`config.mk`:
```
export PLATFORM = sky130hd
export DESIGN_NAME = key_event_pacer
export DESIGN_NICKNAME = d
export VERILOG_FILES = /design/src/rtl/key_pacer_pkg.sv /design/src/rtl/sync_fifo.sv /design/src/rtl/key_event_pacer.sv
export SDC_FILE = /design/constraint.sdc
export NUM_CORES = 1
export LEC_CHECK = 0
export BUFFER_PORTS_ARGS = -buffer_cell sky130_fd_sc_hd__buf_2
export CAP_MARGIN = 10
export CORE_MARGIN = 2
export CORE_UTILIZATION = 45
export CTS_BUF_LIST = sky130_fd_sc_hd__clkbuf_4 sky130_fd_sc_hd__clkbuf_8
export DETAILED_ROUTE_END_ITERATION = 6
export REMOVE_ABC_BUFFERS = 1
export SETUP_SLACK_MARGIN = 0.02
export SLEW_MARGIN = 20
export SYNTH_ARGS = -nofsm -noshare
export SYNTH_HDL_FRONTEND = slang
export SYNTH_SLANG_ARGS = --single-unit
```
`constraint.sdc`:
```
create_clock -name clk -period 4.2 [get_ports clk]
set_input_delay 0.84 -clock clk [delete_from_list [all_inputs] [get_ports clk]]
set_output_delay 0.84 -clock clk [all_outputs]
set_load 0.02 [all_outputs]
```
`src/rtl/key_pacer_pkg.sv`:
```
// Shared types and helpers for the key event pacer.
package key_pacer_pkg;

    // Replay state machine: present a key, then hold a quiet gap.
    typedef enum logic [1:0] {
        IDLE   = 2'd0,
        ASSERT = 2'd1,
        GAP    = 2'd2
    } pacer_state_e;

    // Width of an occupancy counter that must represent 0..depth inclusive.
    function automatic int count_width(input int depth);
        return $clog2(depth) + 1;
    endfunction

endpackage

```
`src/rtl/sync_fifo.sv`:
```
// First-word-fall-through FIFO with synchronous active-low reset.
// dout always shows the oldest entry, so a pop consumes the value seen this cycle.
module sync_fifo
    import key_pacer_pkg::*;
#(
    parameter int WIDTH = 4,
    parameter int DEPTH = 8
) (
    input  logic                            clk,
    input  logic                            rst_n,
    input  logic                            push,
    input  logic [WIDTH-1:0]                din,
    input  logic                            pop,
    output logic [WIDTH-1:0]                dout,
    output logic [count_width(DEPTH)-1:0]   count,
    output logic                            full,
    output logic                            empty
);

    localparam int PTR_W = $clog2(DEPTH);
    localparam int CNT_W = count_width(DEPTH);

    logic [WIDTH-1:0] mem_r [DEPTH];
    logic [PTR_W-1:0] rd_ptr_r;
    logic [PTR_W-1:0] wr_ptr_r;
    logic [CNT_W-1:0] count_r;
    logic             do_pop_s;
    logic             do_push_s;

    assign full      = (count_r == CNT_W'(DEPTH));
    assign empty     = (count_r == CNT_W'(0));
    // A push while full is still accepted when a pop frees a slot in the same cycle.
    assign do_pop_s  = pop & ~empty;
    assign do_push_s = push & (~full | do_pop_s);
    assign dout      = mem_r[rd_ptr_r];
    assign count     = count_r;

    // Storage, pointers and occupancy update.
    always_ff @(posedge clk) begin
        if (!rst_n) begin
            for (int i = 0; i < DEPTH; i++) begin
                mem_r[i] <= '0;
            end
            rd_ptr_r <= '0;
            wr_ptr_r <= '0;
            count_r  <= '0;
        end else begin
            if (do_push_s) begin
                mem_r[wr_ptr_r] <= din;
                wr_ptr_r        <= wr_ptr_r + PTR_W'(1);
            end
            if (do_pop_s) begin
                rd_ptr_r <= rd_ptr_r + PTR_W'(1);
            end
            case ({do_push_s, do_pop_s})
                2'b10:   count_r <= count_r + CNT_W'(1);
                2'b01:   count_r <= count_r - CNT_W'(1);
                default: count_r <= count_r;
            endcase
        end
    end

endmodule

```
`src/rtl/key_event_pacer.sv`:
```
// Captures front-panel key presses, buffers them, and replays each one to the
// calculator as a valid pulse timed on a slow tick, so no press is lost or repeated.
module key_event_pacer
    import key_pacer_pkg::*;
#(
    parameter int KEY_W       = 4,
    parameter int DIV         = 16,
    parameter int DEPTH       = 8,
    parameter int HOLD_TICKS  = 2,
    parameter int SYNC_STAGES = 2
) (
    input  logic                            clk,
    input  logic                            rst_n,
    input  logic [KEY_W-1:0]                key_in,
    input  logic                            key_valid_in,
    input  logic                            clr_ovf,
    output logic                            tick,
    output logic                            slow_clk,
    output logic [KEY_W-1:0]                key_out,
    output logic                            key_valid_out,
    output logic [count_width(DEPTH)-1:0]   fifo_count,
    output logic                            overflow
);

    localparam int DIV_W = (DIV > 1) ? $clog2(DIV) : 1;
    localparam int HC_W  = $clog2(HOLD_TICKS + 1);
    localparam logic [DIV_W-1:0] DIV_LAST  = DIV_W'(DIV - 1);
    localparam logic [HC_W-1:0]  HOLD_LAST = HC_W'(HOLD_TICKS);

    logic [KEY_W:0]     sync_bus_s;
    logic [KEY_W-1:0]   sync_key_s;
    logic               sync_valid_s;
    logic               valid_prev_r;
    logic               push_s;
    logic               pop_s;
    logic               drop_s;

    logic [DIV_W-1:0]   div_cnt_r;
    logic               tick_r;
    logic               slow_clk_r;

    logic [KEY_W-1:0]   fifo_dout_s;
    logic               fifo_full_s;
    logic               fifo_empty_s;

    pacer_state_e       state_r;
    pacer_state_e       state_nx_s;
    logic [HC_W-1:0]    hc_r;
    logic [HC_W-1:0]    hc_nx_s;
    logic [HC_W-1:0]    hc_inc_s;
    logic [KEY_W-1:0]   key_r;
    logic [KEY_W-1:0]   key_nx_s;
    logic               valid_r;
    logic               valid_nx_s;
    logic               overflow_r;

    // Key code and valid travel together through the same synchroniser chain.
    generate
        if (SYNC_STAGES > 0) begin : g_sync
            logic [KEY_W:0] stage_r [SYNC_STAGES];

            // Multi-flop synchroniser for the UART-domain key bus.
            always_ff @(posedge clk) begin
                if (!rst_n) begin
                    for (int i = 0; i < SYNC_STAGES; i++) begin
                        stage_r[i] <= '0;
                    end
                end else begin
                    stage_r[0] <= {key_valid_in, key_in};
                    for (int i = 1; i < SYNC_STAGES; i++) begin
                        stage_r[i] <= stage_r[i-1];
                    end
                end
            end

            assign sync_bus_s = stage_r[SYNC_STAGES-1];
        end else begin : g_bypass
            assign sync_bus_s = {key_valid_in, key_in};
        end
    endgenerate

    assign sync_key_s   = sync_bus_s[KEY_W-1:0];
    assign sync_valid_s = sync_bus_s[KEY_W];

    // Only a rising edge of valid counts as a press; holding the key does not repeat.
    assign push_s = sync_valid_s & ~valid_prev_r;
    assign drop_s = push_s & fifo_full_s & ~pop_s;

    // Previous synchronised valid for edge detection.
    always_ff @(posedge clk) begin
        if (!rst_n) begin
            valid_prev_r <= 1'b0;
        end else begin
            valid_prev_r <= sync_valid_s;
        end
    end

    // Free-running divider: tick and slow_clk change in the cycle after the wrap count.
    always_ff @(posedge clk) begin
        if (!rst_n) begin
            div_cnt_r  <= '0;
            tick_r     <= 1'b0;
            slow_clk_r <= 1'b0;
        end else begin
            if (div_cnt_r == DIV_LAST) begin
                div_cnt_r  <= '0;
                tick_r     <= 1'b1;
                slow_clk_r <= ~slow_clk_r;
            end else begin
                div_cnt_r  <= div_cnt_r + DIV_W'(1);
                tick_r     <= 1'b0;
                slow_clk_r <= slow_clk_r;
            end
        end
    end

    sync_fifo #(
        .WIDTH (KEY_W),
        .DEPTH (DEPTH)
    ) u_fifo (
        .clk   (clk),
        .rst_n (rst_n),
        .push  (push_s),
        .din   (sync_key_s),
        .pop   (pop_s),
        .dout  (fifo_dout_s),
        .count (fifo_count),
        .full  (fifo_full_s),
        .empty (fifo_empty_s)
    );

    // Sticky drop flag; a drop in the same cycle as a clear wins.
    always_ff @(posedge clk) begin
        if (!rst_n) begin
            overflow_r <= 1'b0;
        end else if (drop_s) begin
            overflow_r <= 1'b1;
        end else if (clr_ovf) begin
            overflow_r <= 1'b0;
        end else begin
            overflow_r <= overflow_r;
        end
    end

    assign hc_inc_s = hc_r + HC_W'(1);

    // Replay FSM next state: pop on an idle tick, hold valid, then hold a gap.
    always_comb begin
        state_nx_s = state_r;
        hc_nx_s    = hc_r;
        key_nx_s   = key_r;
        valid_nx_s = valid_r;
        pop_s      = 1'b0;
        case (state_r)
            IDLE: begin
                if (tick_r && !fifo_empty_s) begin
                    pop_s      = 1'b1;
                    key_nx_s   = fifo_dout_s;
                    valid_nx_s = 1'b1;
                    hc_nx_s    = '0;
                    state_nx_s = ASSERT;
                end else begin
                    state_nx_s = IDLE;
                end
            end
            ASSERT: begin
                if (tick_r) begin
                    if (hc_inc_s == HOLD_LAST) begin
                        valid_nx_s = 1'b0;
                        hc_nx_s    = '0;
                        state_nx_s = GAP;
                    end else begin
                        hc_nx_s = hc_inc_s;
                    end
                end else begin
                    hc_nx_s = hc_r;
                end
            end
            GAP: begin
                if (tick_r) begin
                    if (hc_inc_s == HOLD_LAST) begin
                        hc_nx_s    = '0;
                        state_nx_s = IDLE;
                    end else begin
                        hc_nx_s = hc_inc_s;
                    end
                end else begin
                    hc_nx_s = hc_r;
                end
            end
            default: begin
                valid_nx_s = 1'b0;
                hc_nx_s    = '0;
                state_nx_s = IDLE;
            end
        endcase
    end

    // Replay FSM registers, including the registered calculator outputs.
    always_ff @(posedge clk) begin
        if (!rst_n) begin
            state_r <= IDLE;
            hc_r    <= '0;
            key_r   <= '0;
            valid_r <= 1'b0;
        end else begin
            state_r <= state_nx_s;
            hc_r    <= hc_nx_s;
            key_r   <= key_nx_s;
            valid_r <= valid_nx_s;
        end
    end

    assign tick          = tick_r;
    assign slow_clk      = slow_clk_r;
    assign key_out       = key_r;
    assign key_valid_out = valid_r;
    assign overflow      = overflow_r;

endmodule

```
# Yosys cells after proc, flatten, opt, wreduce, memory -nomap -nowiden
# Memories as Yosys holds them, arrays and structs flattened. A register that Yosys moved wholly into a read port is not among the register bits.
# Index checks and enable logic that the tools add are counted.
dict set report word_totals {
  register_bits 23
  ramBits 42
  in_bits 8
  out_inout_bits 12
  wordCells 91
  n_memories 2
}
# memory depth word_bits read_ports rd_clocked_by_memory_dff wr line_no
set memory_table {}
lappend memory_table {u_fifo.mem_r 8 4 1 1 8 sync_fifo.sv:23} ;# logic [WIDTH-1:0] mem_r [DEPTH];
lappend memory_table {g_sync.stage_r 2 5 2 0 2 key_event_pacer.sv:60} ;# logic [KEY_W:0] stage_r [SYNC_STAGES];
dict set report classes {
  addsub 6
  eq_ne 13
  muxes 30
  bitwise_logic 15
  reduce_logical 14
}
# op count
set ops {}
lappend ops {{2-to-1 mux 1 bit} 15}
lappend ops {{2-to-1 mux 2 bit} 7}
lappend ops {{2-to-1 mux 5 bit} 2}
lappend ops {{!= test 2 bit, second input constant} 5}
lappend ops {{adder 4 x 1 -> 4 bit, second input constant} 2}
lappend ops {{== test 4 bit, second input constant} 2}
lappend ops {{one-hot mux 4 bit (2 select lines)} 1}
lappend ops {{AND reduction 4 bit} 2}
lappend ops {{NOT 1 bit} 7}
lappend ops {{adder 3 x 1 -> 3 bit, second input constant} 2}
lappend ops {{== test 2 bit, second input constant} 3}
lappend ops {{one-hot mux 2 bit (3 select lines)} 1}
lappend ops {{bitwise AND 1 bit} 5}
lappend ops {{== test 2 x 1 -> 1 bit, second input constant} 2}
lappend ops {{logical NOT 4 bit} 1}
lappend ops {{2-to-1 mux 4 bit} 1}
lappend ops {{one-hot mux 2 bit (2 select lines)} 1}
lappend ops {{AND reduction 2 bit} 2}
lappend ops {{nonzero test 2 bit} 2}
lappend ops {{OR reduction 2 bit} 2}
lappend ops {{OR reduction 4 bit} 1}
lappend ops {{subtractor 4 x 1 -> 4 bit, second input constant} 1}
lappend ops {{2-to-1 mux 3 bit} 1}
lappend ops {{bitwise OR 1 bit} 3}
lappend ops {{6 further kinds} 7}

# Logic depth before layout (Yosys ltp)
dict set report logic_depth {
  word_depth 13
  depth_mapped 13
  mapped_depth_nobuf 11
}

# Hierarchy
# A second synthesis with hierarchy kept.
dict set report hier_totals {
  hier_cells 278
  hier_area_um2 3176.8
}
# mod instances cells_per_inst area_per_inst_um2
set by_module_without_submodules {}
lappend by_module_without_submodules {sync_fifo 1 181 2177.1}
lappend by_module_without_submodules {key_event_pacer 1 97 999.7}

# Worst setup path after synthesis
# Ideal clock, no wire load.
dict set report synth_timing {
  path_kind {register to register}
  startpoint {register u_fifo.count_r[0] (netlist: u_fifo.count[0])}
  endpoint {register u_fifo.count_r[2] (netlist: u_fifo.count[2])}
  setup_ps 131
  arrival_ps 2201
  t_required_ps 4069
  path_slack_ps 1868
  stages_incl_launch_ff 13
  period_less_slack_ps 2332
  cell_sequence {dfxtp_1 > or4_4 > buf_6 > and2_4 > buf_6 > buf_6 > nand2_1 > o21ai_0 > ha_1 > nor2_1 > nand4_1 > o2111ai_1 > o211ai_1}
}
dict set report synth_between {
  elab_chain_len 10
  elab_cells_between_ends 17
  classes_between {add/sub: 2; eq/ne: 3; mux: 3; bitwise: 5; reduce/logical: 4}
}
# element line_no
set synth_lines {}
lappend synth_lines {{start, declared} sync_fifo.sv:26} ;# logic [CNT_W-1:0] count_r;
lappend synth_lines {{start signal, assigned} sync_fifo.sv:56} ;# 2'b10: count_r <= count_r + CNT_W'(1);
lappend synth_lines {{start signal, assigned} sync_fifo.sv:57} ;# 2'b01: count_r <= count_r - CNT_W'(1);
lappend synth_lines {{start signal, assigned} sync_fifo.sv:58} ;# default: count_r <= count_r;
lappend synth_lines {{logical NOT 4 bit} sync_fifo.sv:31} ;# assign empty = (count_r == CNT_W'(0));
lappend synth_lines {{logical NOT 1 bit} key_event_pacer.sv:156} ;# if (tick_r && !fifo_empty_s) begin
lappend synth_lines {{logical AND 1 bit} key_event_pacer.sv:156}
lappend synth_lines {{2-to-1 mux 1 bit} key_event_pacer.sv:156}
lappend synth_lines {{2-to-1 mux 1 bit} key_event_pacer.sv:154} ;# case (state_r)
lappend synth_lines {{bitwise AND 1 bit} sync_fifo.sv:33} ;# assign do_pop_s = pop & ~empty;
lappend synth_lines {{bitwise OR 1 bit} sync_fifo.sv:34} ;# assign do_push_s = push & (~full | do_pop_s);
lappend synth_lines {{bitwise AND 1 bit} sync_fifo.sv:34}
lappend synth_lines {{== test 2 x 1 -> 1 bit / == test 2 bit (equally long branches)} sync_fifo.sv:55} ;# case ({do_push_s, do_pop_s})
lappend synth_lines {{one-hot mux 4 bit (2 select lines) / nonzero test 2 bit (equally long branches)} -}
# Several ways; a longest one is shown, not always the timed one.
# A chain may end at the register's enable or synchronous reset.

==> metrics.txt <==
run status=completed; layout cell share with drive strength beyond 1=18.0%; FFs w/ async S/R, synth=0%; critical path class=register to register; final wirelength=5540 um; final max-slew violation count=0; Vias=1890; Yosys cell types=41; Num CTS Buffers=9; dominant synthesized flop cell=dfxtp_1; Setup WS post-layout=1.79 ns; max_cap viols=0; Multi-input gate area=0.00126 mm^2; startpoint type of the worst setup path=register; GRT Util Overall=16.2%; DRC errors left=0; Metal-1 WL=2750 um; skew final=0.00799 ns; clock sink total=69; first-pass GRT wire length=8970 um; top routing layer in use=met4; met2 WL post-DR=2490 um; post-DP HPWL=3870 um; minimum clock period=2.41 ns; Cells after DPL=345; maximum VDD drop=264 uV; DR WL/cell=15.3 um; Yosys reg bits=69; period utilization=57.3%; Setup Fix Bufs, Post-CTS=0; H-tree levels=3; Die H=86.3 um; FF/Latch Area=0.00170 mm^2; transition time of the tightest slew-check pin=0.708 ns; Syn Inst Count=259; Die Wd=86.3 um; drt first pass iters=4; Synth area leader=edfxtp_1; synth top area cells=edfxtp_1 (32%), dfxtp_1 (24%), and2_1 (6.6%); Layout area overhead=13.2%; site row count=29; Yosys Warn Count=0; Critical Path AT=2.44 ns; CTS tree=yes; clock slew at reported path FFs=0.07 ns; post-CTS resize count=0; Post-Syn Area=0.00305 mm^2; register area share after synthesis=55.8%; hold_ws=0.434 ns; core area=0.00646 mm^2; pin count of the biggest net entering global routing=21; Pwr Total=1.49 mW; CP required=4.23 ns; Non-Filler Instances=361; Leak=1.42 nW; syn_area_per_cell=11.8 um^2; CP max FO=7; later-pin clock latency in the skew report=0.34 ns; Final Hold Vio Count=0; Post-synth EDFFs=32; RSZ-0062 raised after global routing=no; Cell Pwr Density=432 mW/mm^2; crit path capture type=register; initial detailed-routing violation count=134; routed vias/inst=5.24; hold buffer count at cts=0; clk buf depth=2; Overflow after GRT=0; IO Count=20; vias in the first global route=1806; Total Neg Setup Slack=0 ns; initial antenna violation count=0; Nets=295; Place WS=1.74 ns; die area=0.00745 mm^2; Initial Util=47.2%; Final setup viols=0; Hold Path Class=register to register; met3 WL post-DR=249 um; filler cell count=582; ant diodes=0; input/output buffers=19; Max transition margin=52.6%; GP Congestion=0.719; Max Clk Rate=415 MHz; post-synth top area share=31.5%; Routed Antenna Nets=0; CTS root buf=clkbuf_8
-- power by group --
group,switching (mW),internal [mW],leakage [nW]
Combinational,0.0296,0.0215,0.653
Sequential,0.0137,0.721,0.632
Clock,0.245,0.462,0.134
-- placed cells by master (no fill, tap or decap), types with 2 or more instances in the layout --
master,count
dfxtp_1,37
and2_1,32
edfxtp_1,32
buf_2,19
nand2_1,18
and3_1,18
nor2_1,16
mux2i_1,12
nand2b_1,10
clkbuf_8,9
a21oi_1,8
mux4_2,8
ha_1,8
o21ai_0,6
inv_1,5
nand4_1,4
o21ai_1,4
bufinv_16,4
nor3_1,3
xnor2_1,3
nand3_1,2
xor2_1,2
buf_4,2
-- critical path, stage by stage, from the launching register on --
cell and delay (ns):
dfxtp_1 0.34, inv_1 0.09, ha_1 0.28, nand2_1 0.18, a31oi_1 0.63, and4_1 0.35, nand2b_1 0.23
-- sequential cells by signal, indices dropped and copies added, names as in the netlist, 2 cells and up --
name / cells
hc_r: 2
u_fifo.mem_r: 32
state_r: 2
div_cnt_r: 4
g_sync.stage_r: 10
u_fifo.rd_ptr_r: 3
u_fifo.wr_ptr_r: 3
key_out: 4
u_fifo.count: 4
-- cells by family (layout without fill, tap and decap cells) --
logic type / after synthesis / after routing / share of synthesized area, %
simple gates: 110 / 110 / 20.0
mux: 22 / 22 / 11.0
compound gates: 28 / 28 / 5.62
buf+inv: 17 / 42 / 2.87
xor+xnor: 5 / 5 / 1.44
fa+ha+maj: 8 / 8 / 3.28
flops: 69 / 69 / 55.8
-- through the flow --
stage | area, um^2 | util, %
finish | 3450 | 53.4
global route | 3450 | 53.4
CTS | 3450 | 53.4
detailed placement | 3190 | 49.3
global placement | 3190 | 49.3
floorplan | 2980 | -
-- cell type report --
cell class / instances / area share, %
clock buffer: 10 / 3.81
clock inverter: 6 / 3.88
multi-input combinational: 173 / 36.5
tap: 77 / 2.79
timing repair buffer: 21 / 3.19
inverter: 5 / 0.544
sequential: 69 / 49.3
-- cells in the mapped netlist, types with 2 or more instances --
cell / instances
o21ai_0: 6
and2_1: 32
buf_6: 3
xnor2_1: 3
nor2_1: 16
inv_1: 5
clkbuf_1: 8
o21ai_1: 4
nand2_1: 18
xor2_1: 2
nor3_1: 3
edfxtp_1: 32
ha_1: 8
dfxtp_1: 37
nand4_1: 4
mux4_2: 8
a21oi_1: 8
mux2i_1: 12
nand2b_1: 10
and3_1: 18
nand3_1: 2
-- worst paths after layout --
kind,start,to,cells after the start,slack [ns]
max reg2reg,state_r[0],u_fifo.mem_r[3][0],6,1.79
max,state_r[0],u_fifo.mem_r[3][0],6,1.79
min reg2reg,g_sync.stage_r[0][2],g_sync.stage_r[0][7],1,0.43
min,g_sync.stage_r[0][2],g_sync.stage_r[0][7],1,0.43
-- layer usage --
metal | GRT usage (%) | up-vias
met4 | 5.54 | 0
met2 | 23.6 | 36
met1 | 22.9 | 884
met3 | 5.14 | 4
met5 | 0 | -
li1 | - | 966
No activity file was read; power rests on OpenSTA's default activity.
